## config.mk

```make
export PLATFORM = sky130hd
export DESIGN_NAME = cmd_emit_flat
export DESIGN_NICKNAME = d
export VERILOG_FILES = /design/src/rtl/cmd_emit_if.sv /design/src/rtl/cmd_emit.sv /design/src/flat_wrapper.sv
export SDC_FILE = /design/constraint.sdc
export NUM_CORES = 1
export LEC_CHECK = 0
export ABC_AREA = 1
export CAP_MARGIN = 20
export CORE_MARGIN = 2
export CORE_UTILIZATION = 45
export DETAILED_ROUTE_END_ITERATION = 8
export GPL_TIMING_DRIVEN = 0
export PLACE_DENSITY = 0.68
export SETUP_SLACK_MARGIN = 0.05
export SLEW_MARGIN = 20
export SYNTH_ARGS = -nofsm -noshare
export SYNTH_HDL_FRONTEND = slang
export SYNTH_SLANG_ARGS = --single-unit
```

## constraint.sdc

```tcl
create_clock -name clk -period 6.05 [get_ports clk]
set_input_delay 1.21 -clock clk [delete_from_list [all_inputs] [get_ports clk]]
set_output_delay 1.21 -clock clk [all_outputs]
set_load 0.01 [all_outputs]
```

## src/rtl/cmd_emit_if.sv

```systemverilog
// Descriptor handshake and command-FIFO write port of cmd_emit.
// master: descriptor source / FIFO model side; slave: the encoder.
interface cmd_emit_if;
  logic        in_valid;
  logic        in_ready;
  logic [2:0]  op_type;
  logic [3:0]  stride;
  logic [7:0]  kernel;
  logic [7:0]  i_side;
  logic [7:0]  o_side;
  logic [15:0] i_channel;
  logic [15:0] o_channel;
  logic        full;
  logic        wr_en;
  logic [31:0] wr_data;

  modport master (
    output in_valid, op_type, stride, kernel, i_side, o_side, i_channel, o_channel, full,
    input  in_ready, wr_en, wr_data
  );

  modport slave (
    input  in_valid, op_type, stride, kernel, i_side, o_side, i_channel, o_channel, full,
    output in_ready, wr_en, wr_data
  );
endinterface

```

## src/rtl/cmd_emit.sv

```systemverilog
// Layer-descriptor to command-word burst encoder feeding the accelerator command FIFO.
// Define CMD_CHECKSUM_EN to append an XOR checksum word (burst of 4 words instead of 3).
module cmd_emit #(
  parameter int unsigned CNT_W = 8
) (
  input  logic             clk,
  input  logic             rst,
  cmd_emit_if.slave        bus,
  output logic             busy,
  output logic             err,
  output logic [CNT_W-1:0] cmd_count
);

`ifdef CMD_CHECKSUM_EN
  localparam int unsigned N = 4;
`else
  localparam int unsigned N = 3;
`endif
  localparam int unsigned IDX_W  = 2;
  localparam int unsigned WORD_W = 32;

  typedef enum logic [1:0] {IDLE, CHECK, PUSH, DONE} state_t;

  state_t state;
  state_t state_nxt;

  logic [2:0]              op_q;
  logic [3:0]              stride_q;
  logic [7:0]              kernel_q;
  logic [7:0]              i_side_q;
  logic [7:0]              o_side_q;
  logic [15:0]             i_ch_q;
  logic [15:0]             o_ch_q;
  logic [7:0]              ksz_q;
  logic [15:0]             s2_q;
  logic [IDX_W-1:0]        idx;
  logic                    in_ready_q;
  logic [WORD_W-1:0]       wr_data_q;
  logic [N-1:0][WORD_W-1:0] words;
  logic                    accept;
  logic                    legal;
  logic                    last;
  logic                    wr_en_c;

  assign accept  = bus.in_valid && in_ready_q;
  assign legal   = ((op_q == 3'b001) || (op_q == 3'b100) || (op_q == 3'b101)) &&
                   (stride_q != 4'd0) && (kernel_q != 8'd0) && (8'(stride_q) <= kernel_q);
  assign last    = (idx == IDX_W'(N - 1));
  // Write strobe follows full directly so a stalled word is never lost.
  assign wr_en_c = (state == PUSH) && !bus.full;

  assign bus.wr_en    = wr_en_c;
  assign bus.in_ready = in_ready_q;
  assign bus.wr_data  = wr_data_q;

  assign words[0] = {o_side_q, i_side_q, kernel_q, stride_q, 1'b0, op_q};
  assign words[1] = {o_ch_q, i_ch_q};
  assign words[2] = {s2_q, ksz_q, 8'h00};
`ifdef CMD_CHECKSUM_EN
  assign words[3] = words[0] ^ words[1] ^ words[2];
`endif

  // State register
  always_ff @(posedge clk or posedge rst) begin
    if (rst) state <= IDLE;
    else     state <= state_nxt;
  end

  // Next-state logic
  always_comb begin
    state_nxt = state;
    case (state)
      IDLE:    if (accept) state_nxt = CHECK;
      CHECK:   state_nxt = legal ? PUSH : IDLE;
      PUSH:    if (wr_en_c && last) state_nxt = DONE;
      DONE:    state_nxt = IDLE;
      default: state_nxt = IDLE;
    endcase
  end

  // Descriptor capture, word sequencing and registered status outputs
  always_ff @(posedge clk or posedge rst) begin
    if (rst) begin
      op_q       <= '0;
      stride_q   <= '0;
      kernel_q   <= '0;
      i_side_q   <= '0;
      o_side_q   <= '0;
      i_ch_q     <= '0;
      o_ch_q     <= '0;
      ksz_q      <= '0;
      s2_q       <= '0;
      idx        <= '0;
      in_ready_q <= 1'b1;
      busy       <= 1'b0;
      err        <= 1'b0;
      wr_data_q  <= '0;
      cmd_count  <= '0;
    end else begin
      in_ready_q <= (state_nxt == IDLE);
      busy       <= (state_nxt != IDLE);
      err        <= (state == CHECK) && !legal;

      if (accept) begin
        op_q     <= bus.op_type;
        stride_q <= bus.stride;
        kernel_q <= bus.kernel;
        i_side_q <= bus.i_side;
        o_side_q <= bus.o_side;
        i_ch_q   <= bus.i_channel;
        o_ch_q   <= bus.o_channel;
        ksz_q    <= 8'(bus.kernel * bus.kernel);
        s2_q     <= 16'(bus.kernel) * 16'(bus.stride);
      end

      // wr_data only advances on an actual write, so it holds through full
      if ((state == CHECK) && legal) begin
        idx       <= '0;
        wr_data_q <= words[0];
      end else if (wr_en_c && !last) begin
        idx       <= IDX_W'(idx + 1'b1);
        wr_data_q <= words[IDX_W'(idx + 1'b1)];
      end

      if (state == DONE) cmd_count <= cmd_count + CNT_W'(1);
    end
  end

endmodule

```

## src/flat_wrapper.sv

```systemverilog
// flat-port wrapper written by rule: the top's interface ports become plain ports
module cmd_emit_flat 
#(
  parameter int unsigned CNT_W = 8
)
  (clk, rst, busy, err, cmd_count, bus_in_valid, bus_op_type, bus_stride, bus_kernel, bus_i_side, bus_o_side, bus_i_channel, bus_o_channel, bus_full, bus_in_ready, bus_wr_en, bus_wr_data);
  cmd_emit_if bus_i ();
  input  logic clk;
  input  logic rst;
  output logic busy;
  output logic err;
  output logic [CNT_W-1:0] cmd_count;
  input wire logic [$bits(bus_i.in_valid)-1:0] bus_in_valid;
  input wire logic [$bits(bus_i.op_type)-1:0] bus_op_type;
  input wire logic [$bits(bus_i.stride)-1:0] bus_stride;
  input wire logic [$bits(bus_i.kernel)-1:0] bus_kernel;
  input wire logic [$bits(bus_i.i_side)-1:0] bus_i_side;
  input wire logic [$bits(bus_i.o_side)-1:0] bus_o_side;
  input wire logic [$bits(bus_i.i_channel)-1:0] bus_i_channel;
  input wire logic [$bits(bus_i.o_channel)-1:0] bus_o_channel;
  input wire logic [$bits(bus_i.full)-1:0] bus_full;
  output wire logic [$bits(bus_i.in_ready)-1:0] bus_in_ready;
  output wire logic [$bits(bus_i.wr_en)-1:0] bus_wr_en;
  output wire logic [$bits(bus_i.wr_data)-1:0] bus_wr_data;
  assign bus_i.in_valid = bus_in_valid;
  assign bus_i.op_type = bus_op_type;
  assign bus_i.stride = bus_stride;
  assign bus_i.kernel = bus_kernel;
  assign bus_i.i_side = bus_i_side;
  assign bus_i.o_side = bus_o_side;
  assign bus_i.i_channel = bus_i_channel;
  assign bus_i.o_channel = bus_o_channel;
  assign bus_i.full = bus_full;
  assign bus_in_ready = bus_i.in_ready;
  assign bus_wr_en = bus_i.wr_en;
  assign bus_wr_data = bus_i.wr_data;
  cmd_emit #(.CNT_W(CNT_W)) u_core (.clk(clk), .rst(rst), .bus(bus_i), .busy(busy), .err(err), .cmd_count(cmd_count));
endmodule
```

-- Word-level counts from Yosys, hierarchy flattened
Cells that the tools add are included.
- equality and inequality tests: 7
- multiply operators: 2
- reduce and logical (&&, ||, !) cells: 20
- magnitude comparators: 2
- add/subtract/negate cells: 2
- multiplexer cells: 10
- operators by type and width (cell ; number):
    32-bit 2-to-1 mux ; 3
    32-bit binary-select mux with 2-bit select ; 1
    8-bit by 4-bit multiplier with 12-bit output ; 1
    2-bit 2-to-1 mux ; 5
    1-bit logical AND ; 9
    8-bit by 1-bit adder with 8-bit output (second input constant) ; 1
    4-bit by 8-bit <= comparator with 1-bit output ; 1
    8-bit by 8-bit multiplier with 8-bit output ; 1
    2-bit one-hot mux with 4 select lines ; 1
    8-bit nonzero test ; 1
    2-bit == test (second input constant) ; 3
    3-bit == test (second input constant) ; 2
    2-bit logical NOT ; 2
    2-bit nonzero test ; 2
    4-bit nonzero test ; 1
    3-bit by 1-bit == test with 1-bit output (second input constant) ; 1
    1-bit logical NOT ; 3
    2-bit by 3-bit less-than comparator with 1-bit output (second input constant) ; 1
    2-bit by 1-bit adder with 2-bit output (second input constant) ; 1
    2-bit by 1-bit == test with 1-bit output (second input constant) ; 1
    1-bit logical OR ; 2
- output and inout port bits: 44
- bits in registers: 130

-- Logic depth before layout (Yosys ltp)
- word-level depth: 9
- mapped depth: 19

-- Worst setup path after synthesis
Ideal clock, no wire load.
- path kind: in2reg
- from: in bus_kernel[4]
- to: reg u_core.ksz_q[7]
- path buffers: 1
- path slack: 1.648 ns
- arrival time: 4.284 ns
- required time: 5.932 ns
- library setup time: 0.118 ns
- cell stages on the path: 18
- cell sequence: clkbuf_1 -> nand2_1 -> inv_1 -> ha_1 -> xor2_1 -> ha_1 -> inv_1 -> fa_1 -> fa_1 -> inv_1 -> ha_1 -> a21oi_1 -> nand2_1 -> nand2_1 -> nand2_1 -> nand3b_1 -> nand3_1 -> nand2_1
- word-level cells in the longest chain between the ends: 1
- RTL lines (item ; line ; text):
    from (decl) ; flat_wrapper.sv:16 ; input wire logic [$bits(bus_i.kernel)-1:0] bus_kernel;
    8-bit by 8-bit multiplier with 8-bit output ; cmd_emit.sv:112 ; ksz_q <= 8'(bus.kernel * bus.kernel);
    to (signal assigned) ; cmd_emit.sv:112 ;
    to (decl) ; cmd_emit.sv:34 ; logic [7:0] ksz_q;
No other way between the ends.
A chain may end at the register's enable or synchronous reset.

-- Final worst setup path
- from: in bus_kernel[3]
- to: reg u_core.ksz_q[7]
Same word-level chain as after synthesis.

==> summary.md <==
| Metric | Value |
|---|---|
| Outcome | `finished, final reports clean` |
| Post-cts hold buffer count | `0` |
| RSZ-0062 raised after global routing | `no` |
| Number of DRC markers in iteration 0 | `a little under 600` |
| Crit path buffers/inverters | `5` |
| Top cell type's share of synthesized area | `0.423` |
| Max VDD drop | `0.231 mV` |
| Hpwl dp | `between 10000 and 15000 um` |
| Mapped Cells | `1012` |
| IO Pins | `111` |
| Die Height | `133 um` |
| Final #Nets | `between 1000 and 1500` |
| Setup TNS | `0 ns` |
| DRC viols | `0` |
| Synth area leaders | `dfrtp_1 (42%), nand2_1 (22%), ha_1 (5.8%)` |
| Crit path max-delay family | `adder cells` |
| Starting Density | `0.456` |
| Max Slew Vio Count | `0` |
| Vias in the first global route | `6302` |
| Floorplan row count | `47` |
| Total GRT Usage | `0.236` |
| Crit. path cell count | `18` |
| Crit end category | `register` |
| CP Class | `in -> reg` |
| CTS max path bufs | `2` |
| Critical path peak fanout | `8` |
| Setup bufs post-CTS | `0` |
| CORE AREA | `16500 um^2` |
| Flip-flop and latch count after synthesis | `128` |
| R2R cell count | `11` |
| Worst path most repeated cell | `nand2_1` |
| Min-Delay Path Class | `reg -> reg` |
| Die area | `approximately 18000 um^2` |
| Final period util | `0.804` |
| Layout cells sized above 1 | `0.0418` |
| Synth warnings | `0` |
| # clock sinks | `about 130` |
| Tmin final | `4.87 ns` |
| ANT cells | `0` |
| Rel. slew slack | `0.599` |
| CP max-delay cell | `fa_1` |
| Largest net degree at the start of global routing | `99` |
| Cts bufs inserted | `17` |
| Req. time, crit path | `roughly 6.4 ns` |
| Routability Congestion | `0.898` |
| Total Power | `4490 uW` |
| Critical path arrival | `approximately 5.2 ns` |
| H-tree Lvls | `4` |
| Syn_nets | `1135` |
| Most common cell after layout, fill and taps aside | `nand2_1` |
| Vias | `6806` |
| Antenna viol nets, final | `0` |
| Worst Setup Start Kind | `input pin` |
| WL final | `about 20000 um` |
| CP peak stage delay | `approximately 0.54 ns` |
| Via density | `4.98` |
| Post-Syn Area per Cell | `7.42 um^2` |
| First-pass GRT wire length | `32600 um` |
| Synth cell types | `31` |
| Hold slack | `between 0.4 and 0.5 ns` |
| IO Port Bufs | `103` |
| TritonRoute pass-1 iters | `5` |
| Seq/Total Area, Yosys | `0.427` |
| Synth-to-Final Area Change | `26.5%` |
| Worst-margin pin slew | `approximately 0.6 ns` |
| Max frequency | `just over 200 MHz` |
| Overflow after GRT | `0` |
| Worst-path clk slew | `0.05 ns` |
| Final-report hold violation count | `0` |
| Antenna violations before repair | `0` |
| Critical-path cell list | `clkdlybuf4s50_1, clkbuf_1, inv_1, ha_1, xor2_1, ha_1, inv_1, fa_1, fa_1, inv_1, ha_1, a21oi_1, nand2_1, nand2_1, nand2_1, nand3b_1, nand3_1, nand2_1` |
| Root Driver | `clkbuf_16` |
| Worst Skew | `0.00509 ns` |
| Hold depth | `2` |
| # fillers | `1536` |
| Post-Syn Area | `7510 um^2` |
| Worst skew pair latency | `0.42 ns` |
| Most frequent cells in the layout | `nand2_1 (446), dfrtp_1 (127), inv_1 (112)` |
| Static Leak | `0.00507 uW` |
| WL/cell | `around 15 um` |
| Finish-stage setup viols | `0` |
| Post_cts resized | `0` |
| Total of max-cap violations | `0` |
| Die width | `roughly 130 um` |
| CTS tree | `done` |
| Cell taking the most area after synthesis | `dfrtp_1` |
| PwrDens | `472 nW/um^2` |
==> cell families after synthesis <==
kind of cell,after synthesis,synth area share
and+or+nand+nor,553,0.291
AOI/OAI and AO/OA,100,0.0683
xor gates and xnor gates,11,0.0128
adders and majority gates,56,0.114
DFF,128,0.427
buffers and inverters,164,0.0868
==> flip-flops by register name (all words and copies together) (netlist names), 2 cells and up <==
name                cells
u_core.bus.wr_data     32
u_core.i_ch_q          16
u_core.o_ch_q          16
u_core.s2_q            12
u_core.cmd_count        8
u_core.i_side_q         8
u_core.o_side_q         8
u_core.kernel_q         7
u_core.ksz_q            7
u_core.stride_q         4
u_core.op_q             3
u_core.idx              2
u_core.state            2
==> Yosys cell counts, drive strengths merged <==
library cell and n:
nand2 448, dfrtp 127, inv 114, nor2 65, o21ai 54, a21oi 41, clkbuf 37, ha 35
fa 21, nand3 19, nand4 14, buf 12, xnor2 7, xor2 4, nand3b 3, a21boi 2
nor3 2, a21o 1, clkinv 1, dfstp 1, nor3b 1, o21bai 1, o31ai 1, or2 1
==> metrics by stage <==
stage / setup WS, ns / util / instance area [um^2] / std cells
floorplan: 1.43 / - / 7510 / 1012
global placement: -0.365 / 0.535 / 8810 / 1335
detailed placement: 0.730 / 0.537 / 8850 / 1336
CTS: 1.15 / 0.577 / 9500 / 1368
global route: 0.916 / 0.577 / 9500 / 1368
finish: 1.18 / 0.577 / 9500 / 1368
==> cell type report <==
| class | count | area (um^2) | area share |
|---|---|---|---|
| Clock buffer | 21 | 460 | 0.0485 |
| Timing Repair Buffer | 104 | 1060 | 0.111 |
| Multi-Input combinational cell | 720 | 3650 | 0.385 |
| Buffer | 49 | 220 | 0.0232 |
| Clock inverter | 11 | 185 | 0.0195 |
| Inverter | 115 | 439 | 0.0463 |
| Sequential cell | 128 | 3200 | 0.337 |
| Tap cell | 220 | 275 | 0.0290 |
==> worst paths after layout <==
kind / startpoint / slack (ns) / end
setup / recovery: bus_kernel[3] / 1.18 / u_core.ksz_q[7]
hold / removal: u_core.bus.wr_data[4] / 0.48 / u_core.bus.wr_data[4]
setup reg to reg: u_core.idx[0] / 3.47 / u_core.bus.wr_data[17]
hold reg to reg: u_core.bus.wr_data[4] / 0.48 / u_core.bus.wr_data[4]
max in group asynchronous: rst / 4.18 / u_core.i_ch_q[8]
min in group asynchronous: rst / 1.14 / u_core.bus.wr_data[12]
==> worst reg2reg max path, stage by stage, from the launching register on <==
cell,delay (ns)
dfrtp_1,0.32
clkbuf_1,0.25
inv_1,0.19
buf_2,0.24
ha_1,0.34
inv_1,0.14
clkbuf_1,0.41
nor2_1,0.10
a21oi_1,0.14
o21ai_0,0.17
nand2_1,0.13
nand2_1,0.05
==> report_power, final <==
group	switching, uW	internal [uW]
combinational	1150	739
clock	376	749
sequential	249	1220
==> layer usage <==
| metal | global-route usage | wire length [um] | share of wire | up-vias |
|---|---|---|---|---|
| met2 | 0.373 | 9350 | 0.47 | 223 |
| met1 | 0.333 | 9120 | 0.46 | 3204 |
| met4 | 0.0745 | 352 | 0.018 | 0 |
| met3 | 0.0403 | 1170 | 0.058 | 26 |
| li1 | - | - | - | 3353 |
| met5 | 0 | 0 | 0 | - |
Note: power is estimated with default switching activity, not from simulation.
